===== src/rtl/press_pattern_decoder_pkg.sv =====
// Purpose: shared state encoding and width derivations for the press pattern decoder and its consumers.
// Latency: not applicable (declarations only).
// Backpressure: not applicable; consumers size their evt_count input with cnt_w().
package io_defs;

  // FSM state encoding, held in a 2-bit register.
  localparam logic [1:0] IDLE    = 2'd0;
  localparam logic [1:0] COLLECT = 2'd1;
  localparam logic [1:0] REPORT  = 2'd2;

  // Width of the press count, which must be able to hold 0..max_presses.
  function automatic int cnt_w(input int max_presses);
    return $clog2(max_presses + 1);
  endfunction

  // Width of the inter-press timer, which only has to reach window_count-1.
  function automatic int tmr_w(input int window_count);
    return $clog2(window_count);
  endfunction

endpackage


===== src/rtl/press_pattern_decoder_window_timer.sv =====
// Purpose: inter-press window timer; flags expiry when the count reaches WINDOW_COUNT-1.
// Latency: expired is decoded from the registered count, so it is valid one edge after the count gets there.
// Backpressure: none; clear has priority over enable.
// Ports: sys_clk, rst_n (async, active low), clear (restart at 0), enable (advance by one),
//        expired (count == WINDOW_COUNT-1).
module press_window_timer
  import io_defs::*;
#(
  parameter int WINDOW_COUNT = 1_000_000
) (
  input  logic sys_clk,
  input  logic rst_n,
  input  logic clear,
  input  logic enable,
  output logic expired
);

  localparam int TMR_W = tmr_w(WINDOW_COUNT);
  localparam logic [TMR_W-1:0] TMR_LAST = TMR_W'(WINDOW_COUNT - 1);

  logic [TMR_W-1:0] tmr;

  // The owner clears on expiry, so tmr never wraps past TMR_LAST.
  always_ff @(posedge sys_clk or negedge rst_n) begin
    if (!rst_n) begin
      tmr <= '0;
    end else if (clear) begin
      tmr <= '0;
    end else if (enable) begin
      tmr <= tmr + 1'b1;
    end
  end

  assign expired = (tmr == TMR_LAST);

endmodule


===== src/rtl/press_pattern_decoder.sv =====
// Purpose: groups debounced press pulses arriving within a sliding window into N-press events.
// Latency: event posts WINDOW_COUNT edges after the last press, or on the edge sampling the MAX_PRESSES-th press.
// Backpressure: event is held under evt_valid until evt_ack; presses arriving meanwhile are dropped and flagged on evt_lost.
// Ports: sys_clk, rst_n (async, active low), press_pulse (one-cycle pulse, polarity set by PRESS_ACTIVE_LOW),
//        evt_ack (consumer takes the event), evt_valid / evt_count (pending event and its press count),
//        evt_lost (one-cycle pulse for a dropped press). All outputs are registered.
module press_pattern_decoder
  import io_defs::*;
#(
  parameter int WINDOW_COUNT     = 1_000_000,
  parameter int MAX_PRESSES      = 3,
  parameter bit PRESS_ACTIVE_LOW = 1'b0
) (
  input  logic                           sys_clk,
  input  logic                           rst_n,
  input  logic                           press_pulse,
  input  logic                           evt_ack,
  output logic                           evt_valid,
  output logic [cnt_w(MAX_PRESSES)-1:0]  evt_count,
  output logic                           evt_lost
);

  localparam int CNT_W = cnt_w(MAX_PRESSES);
  localparam logic [CNT_W-1:0] CNT_MAX = CNT_W'(MAX_PRESSES);
  localparam logic [CNT_W-1:0] CNT_ONE = CNT_W'(1);

  logic [1:0]       state;
  logic [1:0]       state_next;
  logic [CNT_W-1:0] cnt;
  logic [CNT_W-1:0] cnt_next;
  logic             press;
  logic             expired;
  logic             valid_d;
  logic [CNT_W-1:0] count_d;
  logic             lost_d;

  assign press = PRESS_ACTIVE_LOW ? ~press_pulse : press_pulse;

  // A press restarts the window; expiry also restarts it so the timer never wraps.
  press_window_timer #(
    .WINDOW_COUNT(WINDOW_COUNT)
  ) u_timer (
    .sys_clk (sys_clk),
    .rst_n   (rst_n),
    .clear   (press || expired),
    .enable  (state == COLLECT),
    .expired (expired)
  );

  // State and count registers.
  always_ff @(posedge sys_clk or negedge rst_n) begin
    if (!rst_n) begin
      state <= IDLE;
      cnt   <= '0;
    end else begin
      state <= state_next;
      cnt   <= cnt_next;
    end
  end

  // Next-state logic.
  always_comb begin
    state_next = state;
    cnt_next   = cnt;
    case (state)
      IDLE: begin
        if (press) begin
          cnt_next   = CNT_ONE;
          state_next = (MAX_PRESSES == 1) ? REPORT : COLLECT;
        end
      end
      COLLECT: begin
        // A press coincident with expiry is counted and keeps the burst open.
        if (press) begin
          cnt_next = cnt + 1'b1;
          if (cnt_next == CNT_MAX) begin
            state_next = REPORT;
          end
        end else if (expired) begin
          state_next = REPORT;
        end
      end
      REPORT: begin
        if (evt_ack) begin
          state_next = IDLE;
          cnt_next   = '0;
        end
      end
      default: begin
        state_next = IDLE;
        cnt_next   = '0;
      end
    endcase
  end

  // Output decode from the next state so the registered outputs line up with the state register.
  always_comb begin
    valid_d = (state_next == REPORT);
    count_d = valid_d ? cnt_next : '0;
    lost_d  = (state == REPORT) && press;
  end

  always_ff @(posedge sys_clk or negedge rst_n) begin
    if (!rst_n) begin
      evt_valid <= 1'b0;
      evt_count <= '0;
      evt_lost  <= 1'b0;
    end else begin
      evt_valid <= valid_d;
      evt_count <= count_d;
      evt_lost  <= lost_d;
    end
  end

endmodule


===== config.mk =====
export PLATFORM = sky130hd
export DESIGN_NAME = press_pattern_decoder
export DESIGN_NICKNAME = d
export VERILOG_FILES = /design/src/rtl/press_pattern_decoder_pkg.sv /design/src/rtl/press_pattern_decoder_window_timer.sv /design/src/rtl/press_pattern_decoder.sv
export SDC_FILE = /design/constraint.sdc
export NUM_CORES = 1
export LEC_CHECK = 0
export CORE_ASPECT_RATIO = 1.75
export CORE_MARGIN = 3
export CORE_UTILIZATION = 58
export DETAILED_ROUTE_END_ITERATION = 7
export PLACE_DENSITY = 0.85
export SYNTH_ARGS = -nofsm -noshare
export SYNTH_HDL_FRONTEND = slang
export SYNTH_SLANG_ARGS = --single-unit

===== constraint.sdc =====
create_clock -name sys_clk -period 2.7 [get_ports sys_clk]
set_clock_uncertainty 0.15 [all_clocks]
set_input_delay 0.81 -clock sys_clk [delete_from_list [all_inputs] [get_ports sys_clk]]
set_output_delay 0.81 -clock sys_clk [all_outputs]
set_load 0.05 [all_outputs]

Yosys cells after proc, flatten, opt, wreduce, memory -nomap -nowiden
Cells that the tools add are included.

operators by class
  equal/unequal tests = 5
  mux-type cells = 13
  shift operators = 0
  div/mod/pow operators = 0
  reductions and logical operators = 4
  multiply operators = 0
  order comparisons = 0
  add/sub/neg operators = 2
  bitwise operators = 0

operator list
  kind                                                                    count
  20-bit 2-to-1 mux                                                       2
  20-bit by 1-bit adder with 20-bit output (second input constant)        1
  20-bit equality test (second input constant)                            1
  2-bit 2-to-1 mux                                                        9
  2-bit one-hot mux with 3 select lines                                   2
  2-bit equality test (second input constant)                             3
  2-bit by 1-bit adder with 2-bit output (second input constant)          1
  2-bit by 1-bit equality test with 1-bit output (second input constant)  1
  2-bit zero test                                                         1
  2-bit nonzero test                                                      1
  1-bit logical AND                                                       1
  1-bit logical OR                                                        1

storage, ports and cells
  memories kept = 0
  input port bits = 4
  output and inout bits = 4
  word-level logic and storage cells = 30
  memory bits (writable) = 0
  memory bits (read-only) = 0
  register bits after elaboration = 28
  latch bits = 0

Logic depth before layout (Yosys ltp)
  depth in word-level cells = 7
  gate-level depth with buffers = 6
  gate-level depth less buffers = 5

Hierarchy
A second synthesis with hierarchy kept.

unflattened totals
  cell total of the unflattened synthesis = 142
  area, all modules = 1430.1 um^2

by module, submodules not included
  module                 times used  area an instance (um^2)  cells each
  press_window_timer     1           1043.5                   108
  press_pattern_decoder  1           386.6                    34

Worst setup path before layout
OpenSTA, ideal clock, no wires.

  kind = register -> register
  start = register u_timer.tmr[6]
  end = register evt_count[1]
  period minus slack after synthesis = 2.171 ns
  slack = 0.529 ns
  buffers on the path = 0
  stages on the path, launching flop included = 5
  setup time = 0.082 ns
  required time = 2.468 ns
  data arrival time = 1.939 ns
  cells stage by stage = dfrtp_1 or4b_1 or4_4 or3_4 a22oi_2

between the ends
  cells in the longest elaborated chain, start to end = 6

RTL lines
  item                                   RTL line                                  RTL
  start, declared                        press_pattern_decoder_window_timer.sv:21  logic [TMR_W-1:0] tmr;
  start signal, assigned                 press_pattern_decoder_window_timer.sv:30  tmr <= tmr + 1'b1;
  20-bit equality test                   press_pattern_decoder_window_timer.sv:34  assign expired = (tmr == TMR_LAST);
  2-bit 2-to-1 mux                       press_pattern_decoder.sv:79               end else if (expired) begin
  2-bit 2-to-1 mux                       press_pattern_decoder.sv:74               if (press) begin
  2-bit one-hot mux with 3 select lines  press_pattern_decoder.sv:65               case (state)
  2-bit equality test                    press_pattern_decoder.sv:98               valid_d = (state_next == REPORT);
  2-bit 2-to-1 mux                       press_pattern_decoder.sv:99               count_d = valid_d ? cnt_next : '0;
  named net count_d[1]                   press_pattern_decoder.sv:34               logic [CNT_W-1:0] count_d;
  end signal, assigned                   press_pattern_decoder.sv:110              evt_count <= count_d;
  end, declared                          press_pattern_decoder.sv:19               output logic [cnt_w(MAX_PRESSES)-1:0] evt_count,

The timed path passes the listed nets, and every way through them passes these cells.
A chain may end at the register's enable or synchronous reset.

Worst setup path after layout
  start = register evt_count[0]
  end = output evt_count[0]

No word-level cell between the ends.

==> results.py <==
metrics = {
    "layout": {
        "seqCellArea_sq_um": 701,
        "final_common_cell": "dfrtp_1",
        "area_growth_pct": 11.7,
        "fillCellCount": 171,
        "final_layout_size_suffix_gt1_share_pct": 10.2,
        "mostFrequentLayoutCells": "dfrtp_1 (28), nand2_1 (15), nor2_1 (12), a21oi_1 (10)",
        "stdcell_area_sq_um": 1600,
        "finalNonFillerCells": 182,
        "multi_input_area_sq_um": 691,
        "design.final.nets": 165,
        "n_antenna_cell": 0,
    },
    "global_routing": {
        "overflow": 0,
        "grt_max_degree": 29,
        "antenna_found_initial": 0,
        "grt_pass1_wl_um": 4930,
        "first_global_vias": 1176,
        "gr-usage-all-layers_pct": 20.7,
    },
    "setup_path": {
        "startpoint_type": "register",
        "crit_required_ps": 1740,
        "setup.worst_path.class": "reg -> out",
        "arrival_ps": 1420,
        "slowest_stage": "clkdlybuf4s50_1",
        "critical_path.max_stage_delay_ps": 800,
        "crit_fanout": 1,
        "critPathBufInv": 1,
        "cp_top_family": "buffers and inverters",
        "crit_path_cell_trace": "clkdlybuf4s50_1",
        "cp-end-kind": "output port",
    },
    "timing": {
        "hold_violations": 0,
        "slew_headroom_pct": 66.1,
        "grt_setup_unrepaired": "no",
        "whs_ps": 410,
        "final.setup.tns_ps": 0,
        "fin_ws_ps": 320,
        "finalCriticalPeriod_ps": 2380,
        "worstMarginPinSlew_ps": 506,
        "timing.fmax_mhz": 420,
        "slew_viol_final": 0,
        "period_share_pct": 88.2,
        "setup_viol_count_final": 0,
    },
    "place": {
        "dp_hpwl_um": 2140,
        "place_area_sq_um": 1550,
        "dp.cells": 178,
        "io_buffers": 7,
        "dp_slack_ps": 257,
        "gp_routability_congestion": 0.780,
    },
    "synthesis": {
        "synth_ff_type": "dfrtp_1",
        "ys_types": 39,
        "synth.avg_cell_area_sq_um": 9.75,
        "syn_area_sq_um": 1430,
        "ys_seq_area_share_pct": 48.9,
        "syn_inst": 147,
        "synth-edff-count": 0,
        "yosys.area.top_type": "dfrtp_1",
        "synth_async_sr_flop_share_pct": 100,
        "synth_nets": 154,
        "synth_top_area_share_pct": 48.9,
        "synth_area_leaders": "dfrtp_1 (49%), nand2_1 (3.9%), a21oi_1 (3.5%)",
        "ys_ff_latch": 28,
        "yosys_warnings": 0,
    },
    "clocking": {
        "clockBufferDepth": 2,
        "cts_sinks": 28,
        "clkLatencyLatePin_ps": 280,
        "hold_buffers": 0,
        "post_cts_buffers": 0,
        "cts_tree": "built",
        "numCtsBuffers": 3,
        "clockRootBuffer": "clkbuf_8",
        "htreeDepth": 1,
        "clk_pin_slew_ps": 90,
        "post_cts_resized": 0,
    },
    "pwr": {
        "irDropWorstVdd_v": 0.000512,
        "cellLeakagePower_nw": 0.654,
        "power_density_nw_per_um2": 638,
    },
    "drt": {
        "wl_um": 2870,
        "antenna_left": 0,
        "first_pass_iters": 4,
        "first_iter_violations": 51,
        "drc": 0,
        "wl_per_cell_um": 15.8,
        "via_per_inst": 6.25,
        "via_count": 1138,
    },
    "die": {
        "die_h_um": 71.7,
        "core_sq_um": 2330,
        "fp.dieArea_sq_um": 3130,
        "io_pins": 8,
        "initial_core_util_pct": 61.5,
        "die_w_um": 43.6,
        "rows": 23,
    },
    "outcome": {
        "status": "finished clean",
    },
    "hold_path": {
        "hold_path.class": "reg -> reg",
    },
    "flow_run": {
        "maxCapViolations": 0,
    },
}
==> metal layers <==
layer  global-route usage (%)  share of wire, %  vias to the layer above
met1                     22.2                39                      557
li1                         -                 -                      555
met5                        0                 0                        -
met4                     9.73               2.6                        0
met3                     3.02               2.1                        7
met2                     37.7                56                       19
==> Yosys cell counts, drive strengths merged, types with 2 or more instances <==
cell    instances
buf             4
o21ai           7
and4            2
nand2          15
a21oi          10
or4b            2
xor2            5
nor3            3
nand3b          2
clkbuf          2
or3             6
ha              3
o31ai           4
nor2           12
inv             4
or4             6
nand3           5
xnor2           5
dfrtp          28
nor3b           2
nand4           7
==> logic make-up (layout without fill, tap and decap cells) <==
| logic type | after synthesis | in the layout | share of synthesized area [%] |
|---|---|---|---|
| simple gates | 67 | 67 | 26.5 |
| compound gates | 28 | 28 | 12.3 |
| flops | 28 | 28 | 48.9 |
| xor+xnor | 10 | 10 | 6.11 |
| buf+inv | 10 | 20 | 2.88 |
| fa+ha+maj | 3 | 3 | 2.62 |
| mux | 1 | 1 | 0.699 |
==> power by group <==
| part | switching (mW) | leakage (nW) | internal (mW) |
|---|---|---|---|
| combinational | 0.147 | 0.244 | 0.108 |
| clock | 0.125 | 0.0288 | 0.131 |
| sequential | 0.0464 | 0.381 | 0.463 |
| total | 0.319 | 0.654 | 0.703 |
==> through the flow <==
| stage | power, mW | util [%] |
|---|---|---|
| 2_1_floorplan | 0.688 | - |
| 3_3_place_gp | 0.751 | 66.3 |
| 3_5_place_dp | 0.770 | 66.3 |
| 4_1_cts | 1.03 | 68.7 |
| 5_1_grt | 1.06 | 68.7 |
| 6_report | 1.02 | 68.7 |
==> sequential cells by signal, indices dropped and copies added (netlist names) <==
| name | count |
|---|---|
| evt_count | 2 |
| u_timer.tmr | 20 |
| evt_lost | 1 |
| state | 2 |
| cnt | 2 |
| evt_valid | 1 |
==> final cells by class <==
| cell class | instances | area share (%) |
|---|---|---|
| inverter | 4 | 0.938 |
| tap | 25 | 1.95 |
| multi-input combinational | 109 | 43.2 |
| timing repair buffer | 12 | 6.72 |
| sequential | 28 | 43.8 |
| clock buffer | 4 | 3.44 |
==> final timing paths <==
kind | startpoint | endpoint | slack (ps) | cells after the start
hold reg to reg | u_timer.tmr[18] | u_timer.tmr[18] | 410 | 2
setup reg to reg | u_timer.tmr[6] | evt_count[1] | 410 | 4
max in group asynchronous | rst_n | u_timer.tmr[3] | 1400 | 2
min in group asynchronous | rst_n | u_timer.tmr[15] | 750 | 2
hold / removal | u_timer.tmr[18] | u_timer.tmr[18] | 410 | 2
setup / recovery | evt_count[0] | evt_count[0] | 320 | 1
Note: power is estimated with default switching activity, not from simulation.
